===== src/rtl/pc_seq_pkg.sv =====
// Shared defaults and state encoding for the program sequencer and its return stack.
package pc_seq_pkg;

  localparam int ADDR_W_DEF      = 8;
  localparam int STEP_DEF        = 4;
  localparam int STACK_DEPTH_DEF = 4;

  typedef enum logic {
    RUN  = 1'b0,
    HALT = 1'b1
  } state_t;

endpackage


===== src/rtl/pc_return_stack.sv =====
// LIFO of return addresses; only the pointer is reset, entry contents are don't-care.
module pc_return_stack #(
  parameter int WIDTH = 8,
  parameter int DEPTH = 4,
  localparam int PTR_W = $clog2(DEPTH)
) (
  input  logic             clk,
  input  logic             rst,
  input  logic             push,
  input  logic             pop,
  input  logic [WIDTH-1:0] push_data,
  output logic [WIDTH-1:0] top,
  output logic [PTR_W:0]   depth,
  output logic             full,
  output logic             empty
);

  logic [WIDTH-1:0] mem [DEPTH];
  logic [PTR_W:0]   count;
  logic [PTR_W-1:0] wr_idx;
  logic [PTR_W-1:0] top_idx;

  assign wr_idx  = count[PTR_W-1:0];
  assign top_idx = wr_idx - PTR_W'(1);
  assign top     = mem[top_idx];
  assign depth   = count;
  assign full    = (count == (PTR_W+1)'(DEPTH));
  assign empty   = (count == '0);

  always_ff @(posedge clk or posedge rst) begin
    if (rst) begin
      count <= '0;
    end else if (push && !full) begin
      count <= count + (PTR_W+1)'(1);
    end else if (pop && !empty) begin
      count <= count - (PTR_W+1)'(1);
    end
  end

  always_ff @(posedge clk) begin
    if (push && !full) begin
      mem[wr_idx] <= push_data;
    end
  end

endmodule


===== src/rtl/program_sequencer.sv =====
// Program counter with jump/call/return, a bounded return stack and a RUN/HALT FSM.
module program_sequencer
  import pc_seq_pkg::*;
#(
  parameter int ADDR_W      = ADDR_W_DEF,
  parameter int STEP        = STEP_DEF,
  parameter int STACK_DEPTH = STACK_DEPTH_DEF
) (
  input  logic                           clk,
  input  logic                           rst,
  input  logic                           inc,
  input  logic                           jmp,
  input  logic                           call,
  input  logic                           ret,
  input  logic [ADDR_W-1:0]              jmp_add,
  input  logic                           halt,
  input  logic                           resume,
  output logic [ADDR_W-1:0]              add,
  output logic                           halted,
  output logic [$clog2(STACK_DEPTH):0]   depth,
  output logic                           ovf,
  output logic                           unf
);

  localparam logic [ADDR_W-1:0] STEP_V = ADDR_W'(STEP);

  state_t            state, state_nxt;
  logic [ADDR_W-1:0] add_nxt;
  logic [ADDR_W-1:0] top;
  logic              push, pop, full, empty;
  logic              ovf_set, unf_set;

  pc_return_stack #(
    .WIDTH (ADDR_W),
    .DEPTH (STACK_DEPTH)
  ) u_stack (
    .clk       (clk),
    .rst       (rst),
    .push      (push),
    .pop       (pop),
    .push_data (add + STEP_V),
    .top       (top),
    .depth     (depth),
    .full      (full),
    .empty     (empty)
  );

  always_ff @(posedge clk or posedge rst) begin
    if (rst) begin
      state <= RUN;
      add   <= '0;
      ovf   <= 1'b0;
      unf   <= 1'b0;
    end else begin
      state <= state_nxt;
      add   <= add_nxt;
      if (ovf_set) ovf <= 1'b1;
      if (unf_set) unf <= 1'b1;
    end
  end

  // One action per cycle in RUN; HALT only listens for resume.
  always_comb begin
    state_nxt = state;
    add_nxt   = add;
    push      = 1'b0;
    pop       = 1'b0;
    ovf_set   = 1'b0;
    unf_set   = 1'b0;
    case (state)
      RUN: begin
        if (halt) begin
          state_nxt = HALT;
        end else if (jmp) begin
          add_nxt = jmp_add;
        end else if (call) begin
          if (full) begin
            ovf_set = 1'b1;
          end else begin
            push    = 1'b1;
            add_nxt = jmp_add;
          end
        end else if (ret) begin
          if (empty) begin
            unf_set = 1'b1;
          end else begin
            pop     = 1'b1;
            add_nxt = top;
          end
        end else if (inc) begin
          add_nxt = add + STEP_V;
        end
      end
      HALT: begin
        if (resume) state_nxt = RUN;
      end
      default: state_nxt = RUN;
    endcase
  end

  assign halted = (state == HALT);

endmodule


===== config.mk =====
export PLATFORM = sky130hd
export DESIGN_NAME = program_sequencer
export DESIGN_NICKNAME = d
export VERILOG_FILES = /design/src/rtl/pc_seq_pkg.sv /design/src/rtl/pc_return_stack.sv /design/src/rtl/program_sequencer.sv
export SDC_FILE = /design/constraint.sdc
export NUM_CORES = 1
export LEC_CHECK = 0
export ABC_AREA = 1
export BUFFER_PORTS_ARGS = -buffer_cell sky130_fd_sc_hd__buf_2
export CAP_MARGIN = 20
export CORE_AREA = 2 2 69 84
export CTS_CLUSTER_SIZE = 28
export DETAILED_ROUTE_END_ITERATION = 7
export DIE_AREA = 0 0 71 86
export GPL_TIMING_DRIVEN = 0
export SLEW_MARGIN = 30
export SYNTH_ARGS = -nofsm -noshare
export SYNTH_HDL_FRONTEND = slang
export SYNTH_SLANG_ARGS = --single-unit

===== constraint.sdc =====
create_clock -name clk -period 2.7 [get_ports clk]
set_input_delay 0.405 -clock clk [delete_from_list [all_inputs] [get_ports clk]]
set_output_delay 0.405 -clock clk [all_outputs]
set_load 0.03 [all_outputs]

* Word-level counts from Yosys, hierarchy flattened *
Memory sizes are Yosys's and may differ from the RTL's.
Index checks and enable logic that the tools add are counted.

storage, ports and cells
  register bits after elaboration = 14
  memory bits (writable) = 32
  input port bits = 16
  memories kept = 1

memory list
  name         depth  width  rd ports  clocked after memory_dff  wr ports  line                   RTL
  u_stack.mem  4      8      1         0                         1         pc_return_stack.sv:18  logic [WIDTH-1:0] mem [DEPTH];

operators by class
  add/subtract/negate cells = 4
  equal/unequal tests = 3
  mux-type cells = 35
  bitwise logic cells = 2
  reductions and logical operators = 8

operator list
  cell                                               count
  2-to-1 mux 8 bit                                   6
  2-to-1 mux 1 bit                                   26
  adder 8 x 3 -> 8 bit (second input constant)       1
  2-to-1 mux 3 bit                                   2
  AND reduction 5 bit                                1
  != test 4 bit (second input constant)              1
  nonzero test 4 bit                                 1
  adder 3 x 1 -> 3 bit (second input constant)       1
  == test 3 bit (second input constant)              1
  zero test 3 bit                                    1
  != test 3 bit (second input constant)              1
  subtractor 3 x 1 -> 3 bit (second input constant)  1
  logical AND 1 bit                                  2
  zero test 1 bit                                    2
  NOT 1 bit                                          2
  one-hot mux 1 bit (2 select lines)                 1
  nonzero test 2 bit                                 1
  subtractor 2 x 1 -> 2 bit (second input constant)  1

* Depth between registers and ports, before layout *
Gate-level depths: netlist of run 1.

  depth after elaboration = 10
  depth in mapped cells = 13

* Modules after synthesis *
A second synthesis of run 1 with hierarchy kept.

second synthesis, totals
  cell total of the unflattened synthesis = 220
  area, all modules = 2339.7 µm²

modules (own cells, without submodules)
  module             instances  cells an instance  area each (µm²)
  pc_return_stack    1          114                1584.0
  program_sequencer  1          106                755.7

* Least setup slack after synthesis of run 1 *
No wires, ideal clock.

  path kind = reg2reg
  start = register u_stack.count[0] (netlist: u_stack.depth[0])
  end = register u_stack.count[2] (netlist: u_stack.depth[2])
  data arrival time = 2.034 ns
  slack = 0.548 ns
  stages on the path, launching flop included = 12
  path buffers = 2
  period minus slack after synthesis = 2.152 ns
  cell sequence = dfrtp_1 buf_6 inv_4 buf_6 ha_1 nand2_2 nand3_4 fa_1 inv_1 nand3_1 nand3_1 nand2_1

on the way
  longest elaborated chain between the ends = 9
  elaborated cells between the ends (all ways) = 22

RTL lines
  what                          line                     RTL
  start: declaration            pc_return_stack.sv:19    logic [PTR_W:0] count;
  start signal: assignment      pc_return_stack.sv:34    count <= count + (PTR_W+1)'(1);
  start signal: assignment      pc_return_stack.sv:36    count <= count - (PTR_W+1)'(1);
  zero test 3 bit               pc_return_stack.sv:28    assign empty = (count == '0);
  2-to-1 mux 1 bit              program_sequencer.sv:84  if (empty) begin
  2-to-1 mux 1 bit              program_sequencer.sv:83  end else if (ret) begin
  2-to-1 mux 1 bit              program_sequencer.sv:76  end else if (call) begin
  2-to-1 mux 1 bit              program_sequencer.sv:74  end else if (jmp) begin
  2-to-1 mux 1 bit              program_sequencer.sv:72  if (halt) begin
  2-to-1 mux 1 bit              program_sequencer.sv:70  case (state)
  logical AND 1 bit             pc_return_stack.sv:35    end else if (pop && !empty) begin
  nonzero test 2 bit (no line)  -

Parallel ways exist; a longest one is shown, timed or not. The select of a mux whose other input is x is not followed.
A chain may end at the register's enable or synchronous reset.

* Worst setup path in the final report of run 1 *
  start = register u_stack.count[0] (netlist: u_stack.depth[0])
  end = memory u_stack.mem[3][4], enable pin

on the way
  longest elaborated chain between the ends = 9
  elaborated cells between the ends (all ways) = 10

RTL lines
  what                                    line                     RTL
  == test 3 bit                           pc_return_stack.sv:27    assign full = (count == (PTR_W+1)'(DEPTH));
  2-to-1 mux 1 bit                        program_sequencer.sv:77  if (full) begin
  2-to-1 mux 1 bit                        program_sequencer.sv:76
  2-to-1 mux 1 bit                        program_sequencer.sv:74
  2-to-1 mux 1 bit                        program_sequencer.sv:72
  2-to-1 mux 1 bit                        program_sequencer.sv:70
  logical AND 1 bit                       pc_return_stack.sv:41    if (push && !full) begin
  2-to-1 mux 1 bit                        pc_return_stack.sv:41
  2-to-1 mux 1 bit (not written as such)  pc_return_stack.sv:42    mem[wr_idx] <= push_data;
  end: declaration                        pc_return_stack.sv:18

Parallel ways exist; a longest one is shown, timed or not.

==> metrics.cfg, run 1 <==
[place]
dpl_worst_slack_ns=0.251
gp_congestion=0.823
port_buffers=29
placed_cell_area_mm2=0.00252
place_hpwl_mm=3.32
dp_cells=332

[clock_tree]
holdBufCountCts=0
cts_num_sinks=46
post-cts-setup-buffers=0
cts_made_buffers=5
path_clk_slew_ns=0.09
cts_tree=done
root_buffer=clkbuf_8
clk-insertion-delay-late_ns=0.30
htree_num_levels=2
cts_buffer_depth=2
cts_resized=0

[routing]
first_iter_violations=54
wirelength_mm=4.49
vias_per_cell=4.81
drc=0
vias=1634
dr.pass1.iters=4
ant_nets=0
drt-wirelength-per-cell_um=13.2

[layout]
antenna_cells=0
synthToLayoutAreaGrowth_pct=13.7
drive_above_1_share_pct=21.9
final_util_pct=49.6
design_area_mm2=0.00261
final_common_cell=nand2_1
finalNetCount=299
layout_common_cells=nand2_1 (71), edfxtp_1 (32), buf_2 (29)
fillers=482
final_cells=340

[floorplanning]
ios=30
initial_core_util_pct=43.6
die_w_um=71
coreArea_mm2=0.00526
core.rowCount=29
fp.dieH_um=86
dieArea_mm2=0.00611

[global_route]
antenna_found_initial=0
global_route.overflow_total=0
grt_pass1_vias=1564
grt_max_degree=17
grt_usage_pct=16.3
grt_first_pass_wirelength_mm=7.51

[sta]
fin_skew_ns=0.00692
setup_viol=0
fin_crit_ns=2.39
maxSlewViolCount=0
tightestPinTransition_ns=0.850
final.period_utilization_pct=88.7
finalWorstSetupSlack_ns=0.305
rsz0062_at_grt=false
max_slew_margin_pct=43.1
max_freq_mhz=418
whs_ns=0.159
fin_setup_tns_ns=0
hold_violations=0

[worst_setup_path]
cp.arrival_ns=2.32
worstSetupStartpointType=flip-flop
r2r_end=u_stack.mem[3][4]
r2r_cells=7
r2r_slack_ns=0.31
required_ns=2.62
path_max_fanout=11
critPathCaptureType=flip-flop
crit_start=u_stack.depth[0]
r2r_start=u_stack.depth[0]
critical_path_class=flip-flop to flip-flop

[pwr]
intPower_mw=1.51
fin_total_pwr_mw=2.61
ir_worst_vdd_mv=0.408
switchingPower_mw=1.11
p_clk_share_pct=16.1
p_seq_share_pct=39.9
switching_share_pct=42.4
power.density_mw_per_mm2=1000
power.leakage_nw=1.19
p_comb_share_pct=44.0

[worst_hold_path]
hold_class=primary input to async pin

[synth]
ys_warn_count=0
synth_fp_nets=263
synth_cell_type_count=31
avgSynthCellArea_um2=9.52
synth-edff-count=32
ys_ff_latch=46
ys_seq_area_share_pct=57.1
synthesis.instances=241
async_flop_share_pct=30.4
syn-cell-area_mm2=0.00229
synth_flop_cell=edfxtp_1

[outcome]
run_status=complete, no violations

[flow_run]
drv_cap=0

==> worst max path at each step <==
stage / cells past startpoint / to / slack (ns)
final: 7 / u_stack.mem[3][4] / 0.31
after detailed placement: 7 / u_stack.mem[3][6] / 0.25
after global routing: 7 / u_stack.mem[3][4] / 0.1
after floorplan: 11 / u_stack.depth[2] / 0.55
after global placement: 7 / u_stack.mem[3][7] / 0.29
after CTS: 7 / u_stack.mem[3][4] / 0.23
==> worst max-delay path, stage by stage (launching register included) <==
cell	delay, ns
dfrtp_1	0.48
buf_6	0.19
inv_4	0.06
buf_6	0.14
ha_1	0.23
nand2_2	0.12
nand3_4	0.13
nor2_1	0.68
==> cells by family (layout without fill, tap and decap cells) <==
group	count (synthesis)	after routing	synth area share [%]
and+or+nand+nor	138	138	26.4
AOI/OAI and AO/OA	16	16	4.69
xor gates and xnor gates	2	2	1.09
buffers and inverters	33	70	7.09
DFF	46	46	57.1
adders and majority gates	6	6	3.60
==> power groups by stage <==
stage          clock network, mW  logic, mW  registers [mW]
2_1_floorplan                  0      0.726            1.18
3_3_place_gp                   0       1.15            1.06
3_5_place_dp                   0       1.16            1.06
4_1_cts                    0.432       1.17            1.04
5_1_grt                    0.457       1.30            1.06
6_report                   0.421       1.15            1.04
==> synth_stat cells, types with 2 or more instances <==
library cell  count  area share [%]
nand2_1          71              12
ha_1              5             2.7
buf_4             3            0.98
o21ai_1           2            0.44
inv_1            23             3.8
and2_1            2            0.55
nand4_1           2            0.55
inv_4             2            0.55
nor2_1           28             4.6
buf_6             3             1.5
a31o_2            2            0.76
nand3_1          24             5.2
dfrtp_1          14              15
edfxtp_1         32              42
o21ai_0           7             1.5
nor2_2            5             1.4
nand2_2           2            0.55
==> layout make-up <==
class                      instances  area, um2  share of cell area (%)
clock buffer                       5       68.8                    2.64
clock inverter                     3       23.8                   0.911
sequential                        46       1310                    50.2
tap                               62       77.6                    2.97
timing repair buffer              29        145                    5.56
inverter                          27        106                    4.07
buffer                             6       56.3                    2.16
multi-input combinational        162        821                    31.4
==> registers in the layout, summed over array words and instances, names as in the netlist <==
register       flops
u_stack.mem       32
add                8
u_stack.depth      3
halted             1
ovf                1
unf                1
==> metal layers <==
metal | vias up | track usage (%) | share of wire [%]
met2 | 32 | 27.6 | 52
li1 | 849 | - | -
met5 | - | 0 | 0
met3 | 2 | 2.47 | 2.8
met1 | 751 | 21.4 | 45
met4 | 0 | 5.15 | 0.78
Note: power is estimated with default switching activity, not from simulation.
==> inputs of run 2 (changes only) <==
- PLACE_DENSITY_LB_ADDON: default -> 0.15
==> metrics.cfg, run 2 (same netlist as run 1, synthesis figures left out) <==
[outcome]
run_status=complete, no violations  ; unchanged

[layout]
drive_above_1_share_pct=21.2  ; was 21.9%
largest_reg_flops=32  ; unchanged
final_util_pct=49.9  ; was 49.6%
final_common_cell=nand2_1  ; unchanged
largest-register=u_stack.mem  ; unchanged
layout_common_cells=nand2_1 (71), edfxtp_1 (32), buf_2 (29)  ; unchanged
synthToLayoutAreaGrowth_pct=14.3  ; was 13.7%
final_cells=340  ; unchanged
antenna_cells=0  ; unchanged
finalNetCount=299  ; unchanged

[global_route]
grt_first_pass_wirelength_mm=7.54  ; was 7.51 mm
use_met1_pct=21.6  ; was 21.4%
antenna_found_initial=0  ; unchanged
grt_usage_pct=16.5  ; was 16.3%
met2_usage_pct=27.9  ; was 27.6%
global_route.overflow_total=0  ; unchanged
grt-busiest-layer=met2  ; unchanged
grt_pass1_vias=1542  ; was 1,564
grt_max_degree=15  ; was 17
grt_use_met3_pct=2.23  ; was 2.47%

[worst_setup_path]
r2r_start=u_stack.depth[0]  ; unchanged
cp.arrival_ns=2.34  ; was 2.32 ns
critical_path_class=flip-flop to flip-flop  ; unchanged
path_max_fanout=11  ; unchanged
crit_start=u_stack.depth[0]  ; unchanged
critPathCaptureType=flip-flop  ; unchanged
worstSetupStartpointType=flip-flop  ; unchanged
required_ns=2.62  ; about the same

[floorplanning]
dieArea_mm2=0.00611  ; unchanged
fp.dieH_um=86  ; unchanged
ios=30  ; unchanged
coreArea_mm2=0.00526  ; unchanged
core.rowCount=29  ; unchanged
die_w_um=71  ; unchanged
initial_core_util_pct=43.6  ; unchanged

[pwr]
ir_worst_vdd_mv=0.449  ; was 0.408 mV
power.leakage_nw=1.20  ; was 1.19 nW
power.density_mw_per_mm2=1030  ; was 1000 mW/mm2
fin_total_pwr_mw=2.70  ; was 2.61 mW

[clock_tree]
cts_buffer_depth=2  ; unchanged
path_clk_slew_ns=0.08  ; was 0.09 ns
cts_num_sinks=46  ; unchanged
cts_tree=done  ; unchanged
cts_made_buffers=5  ; unchanged
root_buffer=clkbuf_8  ; unchanged
post-cts-setup-buffers=0  ; unchanged
clk-insertion-delay-late_ns=0.30  ; about the same
holdBufCountCts=0  ; unchanged
htree_num_levels=2  ; unchanged
cts_resized=0  ; unchanged

[sta]
finalWorstSetupSlack_ns=0.284  ; was 0.305 ns
setup_viol=0  ; unchanged
tightestPinTransition_ns=0.837  ; was 0.850 ns
final.period_utilization_pct=89.5  ; was 88.7%
max_freq_mhz=414  ; was 418 MHz
fin_crit_ns=2.42  ; was 2.39 ns
rsz0062_at_grt=false  ; unchanged
hold_violations=0  ; unchanged
max_slew_margin_pct=44.0  ; was 43.1%
maxSlewViolCount=0  ; unchanged
fin_skew_ns=0.00620  ; was 0.00692 ns
fin_setup_tns_ns=0  ; unchanged

[place]
port_buffers=29  ; unchanged
place_hpwl_mm=3.38  ; was 3.32 mm
dpl_worst_slack_ns=0.266  ; was 0.251 ns
dp_cells=332  ; unchanged
gp_congestion=0.831  ; was 0.823

[routing]
drc=0  ; unchanged
vias=1620  ; was 1,634
drt-wirelength-per-cell_um=13.7  ; was 13.2 um
ant_nets=0  ; unchanged
vias_per_cell=4.76  ; was 4.81
first_iter_violations=47  ; was 54
wirelength_mm=4.66  ; was 4.49 mm
dr.pass1.iters=6  ; was 4

[flow_run]
drv_cap=0  ; unchanged

[worst_hold_path]
hold_class=primary input to async pin  ; unchanged

## run 2: changes by cell type in the layout (fill, tap and decap cells not counted)
| cell | previous run | this run |
|---|---|---|
| bufinv_16 | 0 | 1 |
| clkbuf_1 | 0 | 2 |
| clkinvlp_4 | 2 | 0 |
| inv_6 | 1 | 0 |
## run 2: path summary, 6_finish.rpt
path | cells after the start | to | slack (ns)
hold / removal | 2 | u_stack.depth[0] | 0.16
min in group clk | 2 | halted | 0.28
hold reg to reg | 1 | ovf | 0.48
setup / recovery | 7 | u_stack.mem[1][3] | 0.28
setup reg to reg | 7 | u_stack.mem[1][3] | 0.28
max in group asynchronous | 2 | u_stack.depth[1] | 2.15
## run 2: final cells by class
cell class / count / area, um2
Timing Repair Buffer: 29 / 145
Inverter: 27 / 106
Sequential cell: 46 / 1310
Multi-Input combinational cell: 162 / 821
Buffer: 6 / 56.3
Clock buffer: 7 / 76.3
Tap cell: 62 / 77.6
Clock inverter: 1 / 30.0
Fill cell: 476 / 2640
## run 2: routing by layer
| metal | routed length, um | share of wire (%) | up-vias |
|---|---|---|---|
| met3 | 112 | 2.4 | 7 |
| li1 | - | - | 851 |
| met4 | 76 | 1.6 | 0 |
| met1 | 2170 | 47 | 732 |
| met5 | 0 | 0 | - |
| met2 | 2300 | 49 | 30 |
## run 2: stage by stage
| step | cell area (um2) | hold WS [ns] |
|---|---|---|
| floorplan | 2290 | 0.294 |
| global placement | 2520 | 0.451 |
| detailed placement | 2520 | 0.461 |
| CTS | 2620 | 0.180 |
| global route | 2620 | 0.203 |
| finish | 2620 | 0.161 |
## run 2: worst max-delay path, cell delays in order (launching register included)
cell	delay, ns
dfrtp_1	0.47
buf_6	0.19
inv_4	0.07
buf_6	0.15
ha_1	0.23
nand2_2	0.12
nand3_4	0.12
nor2_1	0.67
## run 2: where the power goes
group | leakage, nW | internal, mW | switching [mW]
sequential | 0.460 | 0.925 | 0.119
combinational | 0.686 | 0.396 | 0.767
clock | 0.0524 | 0.277 | 0.218
total | 1.20 | 1.60 | 1.10
